==> config.mk <==
export PLATFORM = sky130hd
export DESIGN_NAME = alu_arbiter
export DESIGN_NICKNAME = d
export VERILOG_FILES = /design/src/rtl/alu_arbiter.sv
export SDC_FILE = /design/constraint.sdc
export NUM_CORES = 1
export LEC_CHECK = 0
export ABC_AREA = 1
export CORE_ASPECT_RATIO = 1.1
export CORE_MARGIN = 5
export CORE_UTILIZATION = 30
export DETAILED_ROUTE_END_ITERATION = 6
export GPL_TIMING_DRIVEN = 0
export PLACE_DENSITY = 0.67
export RECOVER_POWER = 50
export SLEW_MARGIN = 40
export SYNTH_ARGS = -nofsm -noshare
export SYNTH_HDL_FRONTEND = slang
export SYNTH_SLANG_ARGS = --single-unit
==> constraint.sdc <==
create_clock -name clk -period 2.45 [get_ports clk]
set_clock_uncertainty 0.2 [all_clocks]
set_input_delay 0.6125 -clock clk [delete_from_list [all_inputs] [get_ports clk]]
set_output_delay 0.6125 -clock clk [all_outputs]
set_load 0.01 [all_outputs]
==> src/rtl/alu_arbiter.sv <==
// Two-requester round-robin arbiter and sequencer for the shared ALU.
// Accepted ops flow ISSUE -> EXEC (drives ALU) -> RSP (valid/ready).
package alu_arbiter_pkg;

  typedef enum logic [2:0] {
    ALU_ADD = 3'd0,
    ALU_SUB = 3'd1,
    ALU_AND = 3'd2,
    ALU_OR  = 3'd3,
    ALU_XOR = 3'd4,
    ALU_INV = 3'd5
  } alu_func_e;

endpackage

module alu_arbiter
  import alu_arbiter_pkg::*;
#(
  parameter int DATA_W = 8
) (
  input  logic              clk,
  input  logic              rst,

  input  logic              req0_valid,
  output logic              req0_ready,
  input  logic [DATA_W-1:0] req0_a,
  input  logic [DATA_W-1:0] req0_b,
  input  logic [2:0]        req0_func,
  output logic              rsp0_valid,
  input  logic              rsp0_ready,
  output logic [DATA_W-1:0] rsp0_result,
  output logic [3:0]        rsp0_flags,

  input  logic              req1_valid,
  output logic              req1_ready,
  input  logic [DATA_W-1:0] req1_a,
  input  logic [DATA_W-1:0] req1_b,
  input  logic [2:0]        req1_func,
  output logic              rsp1_valid,
  input  logic              rsp1_ready,
  output logic [DATA_W-1:0] rsp1_result,
  output logic [3:0]        rsp1_flags,

  output logic [DATA_W-1:0] alu_operand_a,
  output logic [DATA_W-1:0] alu_operand_b,
  output logic [2:0]        alu_func,
  output logic              alu_output_enable,
  input  logic [DATA_W-1:0] alu_result,
  input  logic              alu_zero,
  input  logic              alu_negative,
  input  logic              alu_carry,
  input  logic              alu_overflow
);

  logic              exec_valid;
  logic [DATA_W-1:0] exec_a;
  logic [DATA_W-1:0] exec_b;
  alu_func_e         exec_func;
  logic              exec_owner;

  logic              rsp_valid;
  logic              rsp_owner;
  logic [DATA_W-1:0] rsp_result;
  logic [3:0]        rsp_flags;

  logic              last_grant;

  logic              grant0;
  logic              grant1;
  logic              rsp_free;
  logic              exec_adv;
  logic              can_issue;
  logic              accept;
  logic              acc_id;
  logic [DATA_W-1:0] acc_a;
  logic [DATA_W-1:0] acc_b;
  alu_func_e         acc_func;
  logic              arith;
  logic [3:0]        cap_flags;

  always_comb begin
    grant0    = req0_valid && (!req1_valid || last_grant);
    grant1    = req1_valid && (!req0_valid || !last_grant);
    rsp_free  = !rsp_valid || (rsp_owner ? rsp1_ready : rsp0_ready);
    exec_adv  = exec_valid && rsp_free;
    can_issue = !exec_valid || rsp_free;
  end

  assign req0_ready = !rst && grant0 && can_issue;
  assign req1_ready = !rst && grant1 && can_issue;
  assign accept     = req0_ready || req1_ready;
  assign acc_id     = req1_ready;

  always_comb begin
    acc_a    = req0_a;
    acc_b    = req0_b;
    acc_func = alu_func_e'(req0_func);
    if (acc_id) begin
      acc_a    = req1_a;
      acc_b    = req1_b;
      acc_func = alu_func_e'(req1_func);
    end
  end

  always_ff @(posedge clk or posedge rst) begin
    if (rst) begin
      last_grant <= 1'b1;
    end else if (accept) begin
      last_grant <= acc_id;
    end
  end

  always_ff @(posedge clk or posedge rst) begin
    if (rst) begin
      exec_valid <= 1'b0;
      exec_a     <= '0;
      exec_b     <= '0;
      exec_func  <= ALU_ADD;
      exec_owner <= 1'b0;
    end else if (can_issue) begin
      exec_valid <= accept;
      if (accept) begin
        exec_a     <= acc_a;
        exec_b     <= acc_b;
        exec_func  <= acc_func;
        exec_owner <= acc_id;
      end
    end
  end

  assign alu_operand_a     = exec_valid ? exec_a : '0;
  assign alu_operand_b     = exec_valid ? exec_b : '0;
  assign alu_func          = exec_valid ? exec_func : ALU_ADD;
  assign alu_output_enable = exec_valid;

  // Logic ops leave carry/overflow undefined at the ALU; pin them low.
  assign arith     = (exec_func == ALU_ADD) || (exec_func == ALU_SUB);
  assign cap_flags = {alu_zero, alu_negative,
                      arith && alu_carry, arith && alu_overflow};

  always_ff @(posedge clk or posedge rst) begin
    if (rst) begin
      rsp_valid  <= 1'b0;
      rsp_owner  <= 1'b0;
      rsp_result <= '0;
      rsp_flags  <= '0;
    end else begin
      if (rsp_free) begin
        rsp_valid <= exec_valid;
      end
      if (exec_adv) begin
        rsp_owner  <= exec_owner;
        rsp_result <= alu_result;
        rsp_flags  <= cap_flags;
      end
    end
  end

  assign rsp0_valid  = rsp_valid && !rsp_owner;
  assign rsp1_valid  = rsp_valid && rsp_owner;
  assign rsp0_result = rsp_result;
  assign rsp1_result = rsp_result;
  assign rsp0_flags  = rsp_flags;
  assign rsp1_flags  = rsp_flags;

endmodule

**After elaboration in Yosys (flattened, before gate mapping)**

Cells that the tools add are included.

- Equality and inequality tests: 1
- Reduce and logical (&&, ||, !) cells: 26
- Mux-type cells: 7

Operators with widths:

| operator | number |
|---|---|
| 2-to-1 mux 8 bit | 4 |
| logical AND 1 bit | 11 |
| logical NOT 1 bit | 7 |
| logical OR 1 bit | 6 |
| 2-to-1 mux 3 bit | 2 |
| equality test 3 x 1 -> 1 bit, second input constant | 1 |
| logical NOT 3 bit | 1 |
| AND reduction 2 bit | 1 |
| 2-to-1 mux 1 bit | 1 |

- Register bits after elaboration: 36
- Logic and storage cells: 44
- Output and inout bits: 48
- Input port bits: 56

**Logic depth before layout (Yosys ltp)**

Gate-level depths: netlist of run 1.

- Depth after elaboration: 7
- Gate-level depth with buffers: 9
- Mapped depth without buffers: 8

**Least setup slack after synthesis of run 1**

OpenSTA, ideal clock, no wires.

- Path type: input -> output
- Start: in rst
- End: out req1_ready
- Cell stages on the path: 6
- Path slack: -0.083 ns
- Buffers on the path: 1
- Data arrival time: 1.720 ns
- Required time: 1.637 ns
- Cells stage by stage: inv_2 > nand2_1 > a21oi_2 > nand2_4 > buf_2 > inv_1

- Cells in the longest elaborated chain, start to end: 3

RTL lines:

| item | line | RTL |
|---|---|---|
| start, declared | 22 | `input logic rst,` |
| logical NOT 1 bit (no source line) | - |  |
| logical AND 1 bit (2 in a row) | 90 | `assign req1_ready = !rst && grant1 && can_issue;` |
| end, declared | 35 | `output logic req1_ready,` |

Every way passes these cells.

**Final worst setup path of run 1**

- Start: in req0_valid
- End: out req0_ready

- Cells in the longest elaborated chain, start to end: 3

RTL lines:

| item | line | RTL |
|---|---|---|
| start, declared | 24 | `input logic req0_valid,` |
| logical AND 1 bit | 82 | `grant0 = req0_valid && (!req1_valid \|\| last_grant);` |
| logical AND 1 bit (2 in a row) | 89 | `assign req0_ready = !rst && grant0 && can_issue;` |
| end, declared | 25 | `output logic req0_ready,` |

Every way passes these cells.

==> results.md, run 1 <==
- Die area: 8937 µm²
- Fillcell total: 726
- Post-route setup slack: 24.21 ps
- Initial drt markers: 64
- Pwr/cell area: 975.4 nW/µm²
- Boundary Pins: 104
- Critical path class: primary input to output pin
- Peak VDD IR: 519.8 µV
- Final hold viol count: 0
- Wire per inst: 12.48 µm
- Drt first pass iters: 6
- DIE HEIGHT: 98.65 µm
- Required time of the critical path: 1640 ps
- Vias in the first global route: 2212
- Area of the multi-input gates: 808.3 µm²
- Combinational power share: 0.561
- Placed cell count: 489
- Layout cells sized above 1: 0.1470
- Area Growth Syn to Fin: 59.37%
- Drt total wl: 6238 µm
- Clock latency on the worst-skew pair: 280 ps
- Slowest CP cell: clkdlybuf4s50_1
- RSZ-0062 raised after global routing: true
- Initial antenna violation count: 0
- Fraction of power spent switching nets: 0.3753
- Worst EP arrival: 1610 ps
- Largest delay share family, worst path: buffers and inverters
- DP Area: 3283 µm²
- Slew at the pin with the worst max-slew slack: 899.0 ps
- Internal Power: 2.081 mW
- Place WS: -1080 ps
- Die Wd: 90.59 µm
- Htree depth: 2
- Row count: 32
- Crit path cell chain: clkdlybuf4s50_1, nand2_1, a21oi_2, nand2_4, inv_2, buf_4
- TritonCTS Buffers: 5
- HP Class: primary input to asynchronous set/reset pin
- Fin crit share: 0.9901
- Hold WS: 192.8 ps
- Clock power frac: 0.119
- Grt ovf: 0
- Final core area utilization: 0.4875
- Seq/Total Area, Yosys: 0.4209
- Syn Nets: 357
- DR vias: 2157
- Synth top area share: 0.4086
- Slew Viols, Final: 0
- N_diodes: 0
- Pleak: 1.871 nW
- Cell taking the most area after synthesis: dfrtp_1
- Worst Path Buf+Inv: 3
- HPWL after detailed placement: 4687 µm
- Drt via density: 4.314
- Status: complete, no violations
- Core area: 7007 µm²
- Register Area: 903.4 µm²
- TritonCTS sink count: 36
- Worst-path clk slew: 70 ps
- Tmin final: 2426 ps
- Most common cell in the netlist: nand2_1
- Ranking of synthesized cells by area: dfrtp_1, nand2_1, inv_1
- Switch Pwr: 1.251 mW
- Pin count of the biggest net entering global routing: 20
- Cells after Synth: 301
- RePlAce Congestion: 0.7897
- Synth Flop Type: dfrtp_1
- Largest fanout on the critical path: 3
- CTS tree: yes
- Seq pwr share: 0.320
- Initial core utilization: 0.3059
- Yosys Warn Count: 0
- Synth Cell Area: 2143 µm²
- # DRC: 0
- Post-route design area: 3416 µm²
- Slowest stage delay, CP: 490 ps
- Max cap viols: 0
- Final net count: 471
- Worst slew margin: 0.3974
- Synth async-reset ratio: 1.000
- First-pass GRT wire length: 10150 µm
- Average size of a mapped cell: 7.121 µm²
- Synth unique cells: 20
- Root Buffer Master: clkbuf_8
- Achievable Freq: 0.4122 GHz
- Clock buffer depth: 2
- Synthesized flop and latch total: 36
- CP Launch Type: primary input
- Critical Path End Type: output pin
- Number of flops mapped to enable cells by yosys: 0
- Post-route insts no fill: 500
- GRT Overall Usage: 0.1390
- Routed Antenna Nets: 0
- Post-synth top cells: nand2_1, inv_1, nand3_1
- Port bufs: 103
- Final setup fails: 0
[per-stage QoR]
step	TNS, ps	power, mW
final	0	3.332
after global routing	-25.99	3.612
after CTS	0	3.366
after detailed placement	-9597	2.931
after global placement	-8299	2.890
after floorplan	0	2.001
[worst register-to-register path, cell delays in order (launching register included)]
cell and delay [ps]:
dfrtp_1 440, inv_2 50, nand2_2 80, nand4_4 160, nand2_4 130, buf_4 200
buf_2 260, nand2_1 90, nand3_1 90, nand2_1 50
[power groups by stage]
stage	sequential (mW)	clock, mW	combinational [mW]
final	1.07	0.396	1.87
after CTS	1.08	0.416	1.87
after global routing	1.11	0.445	2.06
after global placement	1.07	0	1.82
after floorplan	1.09	0	0.911
after detailed placement	1.08	0	1.85
[metal layers]
metal / vias up / share of wire / routed length (µm) / global-route usage
met3: 10 / 0.059 / 369 / 0.03435
met1: 983 / 0.43 / 2685 / 0.1686
met4: 0 / 0.020 / 125 / 0.05155
li1: 1099 / - / - / -
met5: - / 0 / 0 / 0
met2: 65 / 0.49 / 3058 / 0.2376
[flip-flops by register name (all words and copies together), names as in the netlist]
signal,cells
rsp_valid,1
last_grant,1
exec_func,3
exec_a,8
rsp0_flags,4
exec_b,8
exec_owner,1
rsp0_result,8
alu_output_enable,1
rsp_owner,1
[area by class of cell]
cell class | instances | share of cell area
inverter | 68 | 0.07839
multi-input combinational | 170 | 0.2366
buffer | 25 | 0.05678
timing repair inverter | 1 | 0.001465
sequential | 36 | 0.2645
timing repair buffer | 108 | 0.3084
tap | 85 | 0.03114
clock buffer | 6 | 0.02125
clock inverter | 1 | 0.001465
[cell families (layout without fill, tap and decap cells)]
logic type,Yosys count,count (layout),synth area share
simple gates,163,163,0.3538
buf+inv,95,209,0.2072
flops,36,36,0.4209
compound gates,7,7,0.01809
[cells in the final DEF, fill, tap and decap left out]
| master | n |
|---|---|
| buf_6 | 3 |
| clkbuf_8 | 5 |
| buf_8 | 1 |
| clkinvlp_2 | 1 |
| buf_12 | 1 |
| nand3_1 | 41 |
| nand2_1 | 105 |
| dlygate4sd2_1 | 1 |
| inv_1 | 64 |
| nand3_2 | 10 |
| clkbuf_1 | 4 |
| buf_4 | 17 |
| a21oi_2 | 2 |
| o21ai_0 | 5 |
| nor2_1 | 1 |
| clkinv_8 | 1 |
| dfrtp_1 | 34 |
| dfstp_2 | 1 |
| buf_2 | 8 |
| dfrtp_2 | 1 |
| nand2_4 | 2 |
| clkdlybuf4s50_1 | 99 |
| clkinv_2 | 1 |
| nand4_4 | 1 |
| inv_2 | 3 |
| nand2_2 | 3 |
[final timing paths]
check	end	from	cells past startpoint	slack [ps]
max	req0_ready	req0_valid	6	20
min reg2reg	exec_a[3]$_DFFE_PP0P_	exec_a[3]$_DFFE_PP0P_	2	280
max in group asynchronous	exec_func[1]$_DFFE_PP0P_	rst	2	1210
min in group clk	exec_a[3]$_DFFE_PP0P_	exec_a[3]$_DFFE_PP0P_	2	280
max reg2reg	exec_a[3]$_DFFE_PP0P_	rsp_owner$_DFFE_PP0P_	9	600
min	exec_b[5]$_DFFE_PP0P_	rst	3	190
[what timing repair did]
item / 4_1_cts / 5_1_grt
cloned: 1 / 0
setup endpoints to repair: 31 / 21
gates resized for setup: 25 / 5
setup buffers: 3 / 2
hold buffers: 0 / 0
pin swaps: 1 / 1
Note: power is estimated with default switching activity, not from simulation.
==> run 2: changes to the inputs <==
--- a/config.mk
+++ b/config.mk
@@ -11,9 +11,7 @@
 export CORE_UTILIZATION = 30
 export DETAILED_ROUTE_END_ITERATION = 6
 export GPL_TIMING_DRIVEN = 0
-export PLACE_DENSITY = 0.67
 export RECOVER_POWER = 50
-export SLEW_MARGIN = 40
 export SYNTH_ARGS = -nofsm -noshare
 export SYNTH_HDL_FRONTEND = slang
 export SYNTH_SLANG_ARGS = --single-unit
==> constraint.sdc (replaced) <==
create_clock -name clk -period 2.05 [get_ports clk]
set_clock_uncertainty 0.2 [all_clocks]
set_input_delay 0.5125 -clock clk [delete_from_list [all_inputs] [get_ports clk]]
set_output_delay 0.5125 -clock clk [all_outputs]
set_load 0.01 [all_outputs]
==> results.md, run 2 (synthesized netlist as in run 1, its figures left out) <==
- Htree depth: 2 (unchanged)
- Vias in the first global route: 2201 (was 2212)
- Pwr/cell area: 1198 nW/µm² (was 975.4 nW/µm²)
- Drt total wl: 6406 µm (was 6238 µm)
- Port bufs: 103 (unchanged)
- Clock buffer depth: 2 (unchanged)
- Boundary Pins: 104 (unchanged)
- Fin crit share: 0.9751
- Final setup fails: 0 (unchanged)
- Core area: 7007 µm² (unchanged)
- Fillcell total: 695 (was 726)
- Die Wd: 90.59 µm (unchanged)
- Die area: 8937 µm² (unchanged)
- Root Buffer Master: clkbuf_8 (unchanged)
- Slew at the pin with the worst max-slew slack: 1003 ps (was 899.0 ps)
- Row count: 32 (unchanged)
- Layout cells sized above 1: 0.1888 (was 0.1470)
- Most common cell after layout, fill and taps aside: nand2_1 (unchanged)
- Grt ovf: 0 (unchanged)
- Status: complete, no violations (unchanged)
- # DRC: 0 (unchanged)
- Critical path class: register to output pin (was primary input to output pin)
- Slew Viols, Final: 0 (unchanged)
- Met3 wire length: 399 µm (was 369 µm)
- GRT Overall Usage: 0.1455 (was 0.1390)
- Tmin final: 1999 ps
- Post-route setup slack: 50.95 ps (was 24.21 ps)
- DR vias: 2229 (was 2157)
- Met2 routed WL: 3235 µm (was 3058 µm)
- Pin count of the biggest net entering global routing: 20 (unchanged)
- TritonCTS sink count: 36 (unchanged)
- Pleak: 2.074 nW (was 1.871 nW)
- Routed Antenna Nets: 0 (unchanged)
- CTS tree: yes (unchanged)
- Hold WS: 283.1 ps (was 192.8 ps)
- TritonCTS Buffers: 5 (unchanged)
- Required time of the critical path: 1340 ps (was 1640 ps)
- Wire per inst: 12.46 µm (was 12.48 µm)
- Fin Setup TNS: 0 ps (unchanged)
- Initial antenna violation count: 0 (unchanged)
- Drt first pass iters: 4 (was 6)
- Worst slew margin: 0.3313 (was 0.3974)
- N_diodes: 0 (unchanged)
- RSZ-0062 raised after global routing: true (unchanged)
- Overall Power: 4.282 mW (was 3.332 mW)
- Peak VDD IR: 697.2 µV (was 519.8 µV)
- CP Launch Type: register (was primary input)
- Place WS: -1172 ps (was -1080 ps)
- Initial core utilization: 0.3059 (unchanged)
- Worst-path clk slew: 80 ps (was 70 ps)
- Post-route insts no fill: 514 (was 500)
- Clock latency on the worst-skew pair: 280 ps (about the same)
- R2R cell count: 9 (unchanged)
- Hold depth: 2
- DIE HEIGHT: 98.65 µm (unchanged)
- Area Growth Syn to Fin: 66.78% (was 59.37%)
- Placed cell count: 489 (unchanged)
- Critical Path End Type: output pin (unchanged)
- Wl on met1: 2662 µm (was 2685 µm)
- Top layer in use: met4 (unchanged)
- HPWL after detailed placement: 4602 µm (was 4687 µm)
- HP Class: register to register (was primary input to asynchronous set/reset pin)
- Achievable Freq: 0.5002 GHz
- Final net count: 484 (was 471)
- Most frequent cells in the layout: nand2_1, clkdlybuf4s50_1, inv_1 (unchanged)
- Initial drt markers: 80 (was 64)
- RePlAce Congestion: 0.8053 (was 0.7897)
- Drt via density: 4.337 (was 4.314)
- Largest fanout on the critical path: 3 (unchanged)
- Worst EP arrival: 1290 ps (was 1610 ps)
- First-pass GRT wire length: 10520 µm (was 10150 µm)
- Final hold viol count: 0 (unchanged)
- Max cap viols: 0 (unchanged)
-- run 2: cell type report --
type | count | area, µm² | share of cell area
repair inverters | 1 | 3.754 | 0.001050
inverters | 68 | 256.5 | 0.07175
plain buffers | 25 | 216.5 | 0.06055
clock buffers | 7 | 96.34 | 0.02695
multi-input cells | 170 | 810.8 | 0.2268
repair buffers | 121 | 1151 | 0.3220
well taps | 85 | 106.4 | 0.02975
flip-flops and latches | 36 | 903.4 | 0.2527
clock inverters | 1 | 30.03 | 0.008400
-- run 2: stage by stage --
step / cell area, µm² / util
final: 3575 / 0.5102
after global routing: 3575 / 0.5102
after CTS: 3542 / 0.5055
after detailed placement: 3288 / 0.4693
after global placement: 3288 / 0.4693
after floorplan: 2151 / -
-- run 2: timing repair --
item / in CTS / in global routing
pin swaps: 5 / 3
endpoints found under the setup margin: 44 / 19
hold buffers: 1 / 0
resized for setup: 67 / 18
gates cloned: 1 / 0
buffers inserted: 11 / 6
hold endpoints to repair: 19 / 0
-- run 2: per-layer routing --
metal	vias up	track usage
li1	1131	-
met1	1013	0.1694
met2	79	0.2527
met3	6	0.03893
met4	0	0.05842
met5	-	0
-- run 2: worst paths after layout --
kind | startpoint | endpoint | slack (ps)
min in group asynchronous | rst | exec_b[5]$_DFFE_PP0P_ | 530
hold / removal | exec_b[3]$_DFFE_PP0P_ | exec_b[3]$_DFFE_PP0P_ | 280
max in group asynchronous | rst | exec_a[3]$_DFFE_PP0P_ | 420
hold reg to reg | exec_b[3]$_DFFE_PP0P_ | exec_b[3]$_DFFE_PP0P_ | 280
setup reg to reg | rsp_owner$_DFFE_PP0P_ | exec_a[0]$_DFFE_PP0P_ | 210
setup / recovery | rsp_owner$_DFFE_PP0P_ | req0_ready | 50
-- run 2: power breakdown --
group	internal [mW]	switching [mW]
sequential	1.05	0.224
clock	0.429	0.256
combinational	1.25	1.07
total	2.73	1.55
-- run 2: worst max-delay path: stages, from the launching register on --
cell	delay [ps]
dfrtp_1	420
buf_6	140
nand2_4	60
nand4_4	110
nand2_2	110
inv_2	50
buf_6	120
